--- config.mk ---
export PLATFORM = sky130hd
export DESIGN_NAME = branch_resolve_queue
export DESIGN_NICKNAME = d
export VERILOG_FILES = /design/src/rtl/branch_resolve_queue.sv
export SDC_FILE = /design/constraint.sdc
export NUM_CORES = 1
export LEC_CHECK = 0
export ABC_CLOCK_PERIOD_IN_PS = 3100
export CORE_MARGIN = 2
export CORE_UTILIZATION = 30
export DETAILED_ROUTE_END_ITERATION = 12
export PLACE_DENSITY = 0.55
export SYNTH_ARGS = -nofsm -noshare
export SYNTH_HDL_FRONTEND = slang
export SYNTH_SLANG_ARGS = --single-unit
--- constraint.sdc ---
create_clock -name clk -period 3.1 [get_ports clk]
set_input_delay 0.31 -clock clk [delete_from_list [all_inputs] [get_ports clk]]
set_output_delay 0.31 -clock clk [all_outputs]
set_load 0.005 [all_outputs]
--- src/rtl/branch_resolve_queue.sv ---
// Branch resolve queue: holds in-flight BHT predictions in program order,
// emits a one-cycle BHT update on each resolve, and on a mispredict discards
// wrong-path entries and holds fetch off for FLUSH_CYC cycles.
// Optional feature macro: BRQ_STATS_EN (saturating branch/mispredict counters).
module branch_resolve_queue #(
  parameter int unsigned DEPTH     = 4,
  parameter int unsigned HIST_W    = 2,
  parameter int unsigned FLUSH_CYC = 2,
  parameter int unsigned CNT_W     = 16
) (
  input  logic                       clk,
  input  logic                       reset,
  input  logic                       pred_valid,
  input  logic                       pred_taken,
  input  logic [HIST_W-1:0]          pred_hist,
  output logic                       pred_ready,
  input  logic                       res_valid,
  input  logic                       res_taken,
  output logic                       upd_valid,
  output logic                       upd_outcome,
  output logic [HIST_W-1:0]          upd_hist,
  output logic                       mispredict,
  output logic                       flush,
  output logic [$clog2(DEPTH):0]     occupancy,
  output logic                       underflow,
  output logic [CNT_W-1:0]           branch_cnt,
  output logic [CNT_W-1:0]           mispred_cnt
);

  localparam int unsigned PW = $clog2(DEPTH);
  localparam int unsigned OW = PW + 1;
  localparam int unsigned FW = (FLUSH_CYC > 1) ? $clog2(FLUSH_CYC) : 1;

  typedef enum logic {RUN, FLUSH} state_t;

  state_t            state;
  logic [FW-1:0]     flush_cnt;
  logic [PW-1:0]     head;
  logic [PW-1:0]     tail;
  logic [DEPTH-1:0]  q_taken;
  logic [HIST_W-1:0] q_hist [DEPTH];

  logic push;
  logic pop;
  logic mis;
  logic do_push;

  // Handshake and resolve decode
  always_comb begin
    pred_ready = (state == RUN) && (occupancy < OW'(DEPTH));
    push       = pred_valid && pred_ready;
    pop        = res_valid && (occupancy != '0) && (state == RUN);
    mis        = pop && (q_taken[head] != res_taken);
    // A push in the mispredict cycle is on the wrong path and is dropped.
    do_push    = push && !mis;
  end

  // Entry storage, written at the tail on an accepted push
  always_ff @(posedge clk) begin
    if (do_push) begin
      q_taken[tail] <= pred_taken;
      q_hist[tail]  <= pred_hist;
    end
  end

  // Pointers, occupancy, update strobe, underflow and RUN/FLUSH control
  always_ff @(posedge clk or posedge reset) begin
    if (reset) begin
      state       <= RUN;
      flush_cnt   <= '0;
      flush       <= 1'b0;
      head        <= '0;
      tail        <= '0;
      occupancy   <= '0;
      upd_valid   <= 1'b0;
      upd_outcome <= 1'b0;
      upd_hist    <= '0;
      mispredict  <= 1'b0;
      underflow   <= 1'b0;
    end else begin
      upd_valid   <= pop;
      upd_outcome <= pop && res_taken;
      upd_hist    <= pop ? q_hist[head] : '0;
      mispredict  <= mis;

      if (res_valid && (occupancy == '0) && (state == RUN))
        underflow <= 1'b1;

      if (mis) begin
        // Discard everything younger: the queue restarts empty just past head.
        head      <= head + PW'(1);
        tail      <= head + PW'(1);
        occupancy <= '0;
      end else begin
        if (pop)     head <= head + PW'(1);
        if (do_push) tail <= tail + PW'(1);
        occupancy <= occupancy + OW'(do_push) - OW'(pop);
      end

      case (state)
        RUN: begin
          if (mis) begin
            state     <= FLUSH;
            flush     <= 1'b1;
            flush_cnt <= FW'(FLUSH_CYC - 1);
          end
        end
        FLUSH: begin
          if (flush_cnt == '0) begin
            state <= RUN;
            flush <= 1'b0;
          end else begin
            flush_cnt <= flush_cnt - FW'(1);
          end
        end
        default: state <= RUN;
      endcase
    end
  end

`ifdef BRQ_STATS_EN
  // Saturating resolve and mispredict counters
  always_ff @(posedge clk or posedge reset) begin
    if (reset) begin
      branch_cnt  <= '0;
      mispred_cnt <= '0;
    end else begin
      if (pop && (branch_cnt != '1))
        branch_cnt <= branch_cnt + CNT_W'(1);
      if (mis && (mispred_cnt != '1))
        mispred_cnt <= mispred_cnt + CNT_W'(1);
    end
  end
`else
  assign branch_cnt  = '0;
  assign mispred_cnt = '0;
`endif

endmodule

==> summary.txt <==
Clock tree
  – TritonCTS clock tree: yes
  – Htree depth: 1
  – Root buf cell: clkbuf_8
  – Post-cts gate resize count: 0
  – CTS Hold Bufs: 0
  – Clock transition at path regs: 0.09 ns
  – CTS sink cnt: 28
  – Clock Tree Buf Depth: 2
  – CTS Buf Count: 3
  – Worst-skew pair later-pin latency: 0.27 ns
  – Setup Buffers After CTS: 0

Global routing
  – First-pass GRT wire length: 3105 um
  – Global Route met2 Usage: 12.90%
  – Number of global-route vias before repair: 662
  – All-Layer GR Usage: 7.712%
  – GRT Max-Usage Layer: met2
  – Largest net degree at the start of global routing: 17
  – GR Layer Usage met1: 8.557%
  – GRT overflow: 0
  – Initial antenna violation count: 0
  – Met3 usage in global routing: 0.9602%

Status
  – Status: finished clean

Timing
  – Final hold viol count: 0
  – Final period util: 85.05%
  – Post-route setup slack: 0.4635 ns
  – Relative slew slack: around 59%
  – Worst hold margin: about 0.41 ns
  – RSZ-0062 raised after global routing: false
  – # setup viols final: 0
  – Setup TNS: 0 ns
  – Crit path time final: 2.636 ns
  – Worst slew pin tran: 0.6087 ns
  – FMAX: between 300 and 400 MHz
  – Max Clock Skew: approximately 0.0035 ns
  – Final slew viol count: 0

Power and ir drop
  – P per Cell Area: 866.1 nW/um^2
  – Pleak: 0.7578 nW
  – Peak supply drop: 215.2 uV
  – Total power: roughly 1.4 mW

Yosys
  – Area leader, netlist: dfrtp_1
  – Top cells by area, synth: dfrtp_1, edfxtp_1, buf_4
  – Count of yosys warnings during synthesis: 0
  – Average size of a mapped cell: around 13 um^2
  – Area fraction of the dominant cell type after synthesis: ~27%
  – Synth cell types: 27
  – Yosys reg bits: 28
  – Seq/Total Area, Yosys: 52.19%
  – Syn Inst Count: 116
  – Mapped cell area: 1458 um^2

Drt
  – Total wire length: about 2000 um
  – First drt pass iteration count: 2
  – Via count: 748
  – Drc violations: 0
  – Wire per inst: between 10 and 15 um
  – DRT iter0 DRCs: 33
  – Remaining antenna violation count: 0
  – Routed vias/inst: 3.896

Worst setup path
  – Reg2reg setup slack: 0.46 ns
  – Max stage delay on crit path: 0.54 ns
  – Setup CP Type: reg -> reg
  – Critical path cell sequence: mux4_2, xnor2_2, or2_4, nand2_1, ha_1, inv_1, ha_1, inv_1, fa_1, xor2_1, xnor2_1, nor2_1
  – Crit Reg-Reg Endpoint: occupancy[2]
  – Crit end category: register
  – CP Buf/Inv Count: 2
  – Cell class contributing the biggest share of worst-path delay: adder cells
  – FF-to-FF Start: head[0]
  – Req. time, crit path: 3.27 ns
  – Crit-path slowest cell: mux4_2
  – Worst Setup Start Kind: register
  – CP Data Arrival Time: 2.81 ns
  – Worst-path fanout max: 2
  – Worst r2r path cells: 12

Floorplan
  – Die Area: 5432 um^2
  – Floorplan core area: between 4000 and 5000 um^2
  – Die Y: 73.71 um
  – Starting density of the core: 31.07%
  – Row count: 25
  – Io pins: 51
  – Die Span X: 73.71 um

Cells and area
  – Cell area after layout: 1657 um^2
  – Most frequent cells in the layout: conb_1, clkdlybuf4s50_1, dfrtp_1, edfxtp_1, inv_1
  – Area growth, synth to finish: 13.65%
  – Commonest non-fill, non-tap cell in the layout: conb_1
  – # nets final: approximately 150
  – Fin util: 35.31%
  – Layout cells sized above 1: under 10%
  – Final non-filler cell total: approximately 190
  – Antenna cells: 0

Placed design
  – I/O Buffers: 18
  – Placement Cell Area: 1585 um^2
  – Pre-CTS setup slack: 0.3766 ns
  – Final Wtd Congestion: 0.7675
  – Inst Count DP: about 190
  – Post-DP HPWL: 1601 um

Worst hold path
  – Hold WC Path Type: in -> async

Job
  – # Max-Cap Violations: 0
[logic make-up (layout without fill, tap and decap cells)]
family / count (synthesis) / after routing / share of synthesized area, %
muxes: 4 / 4 / 5.837
other: 1 / 32 / 0.2573
adders and majority gates: 7 / 7 / 6.524
DFF: 28 / 28 / 52.19
buffers and inverters: 44 / 35 / 20.60
xor gates and xnor gates: 7 / 7 / 4.721
AOI/OAI and AO/OA: 8 / 8 / 3.519
and+or+nand+nor: 17 / 17 / 6.351
[worst max path at each step]
stage	slack [ns]	end	depth (start not counted)	from
finish	0.46	occupancy[2]	12	head[0]
global route	0.33	occupancy[2]	12	head[0]
detailed placement	0.38	occupancy[2]	13	res_valid
CTS	0.44	occupancy[2]	12	head[0]
floorplan	0.34	occupancy[2]	12	occupancy[1]
global placement	0.42	occupancy[2]	13	res_valid
[cell usage after synthesis]
library cell / number
buf_4: 32
dfrtp_1: 16
edfxtp_1: 12
inv_1: 8
ha_1: 6
and2_1: 5
and3_1: 4
nor2_1: 4
xnor2_1: 4
a21oi_1: 3
buf_6: 2
mux4_1: 2
nand2_1: 2
o21ai_0: 2
xor2_1: 2
a2bb2oi_1: 1
a31o_2: 1
clkbuf_1: 1
conb_1: 1
fa_1: 1
inv_2: 1
mux2i_1: 1
mux4_2: 1
nor3_1: 1
o311ai_0: 1
or2_4: 1
xnor2_2: 1
[power by group]
group	leakage, nW	switching (mW)	internal [mW]
registers	0.303	0.0786	0.504
clock network	0.0357	0.108	0.173
logic	0.419	0.248	0.324
total	0.758	0.434	1.00
[routing by layer]
metal / wire length, um / vias up
met4: 55 / 0
met2: 1037 / 31
met1: 799 / 353
met3: 91 / 4
met5: 0 / -
li1: - / 360
[cell type report]
class	count	area (um^2)
multi-input cells	75	513.0
inverters	9	33.78
fillers	464	3035
flip-flops and latches	28	760.7
repair buffers	22	210.2
clock buffers	3	41.29
well taps	54	67.56
clock inverters	1	30.03
[sequential cells by signal (all words and copies together), names as in the netlist]
register	count
q_taken	4
underflow	1
flush_cnt	1
state	1
q_hist	8
flush	1
upd_hist	2
upd_outcome	1
occupancy	3
head	2
upd_valid	1
tail	2
mispredict	1
(Power assumes the default switching activity.)
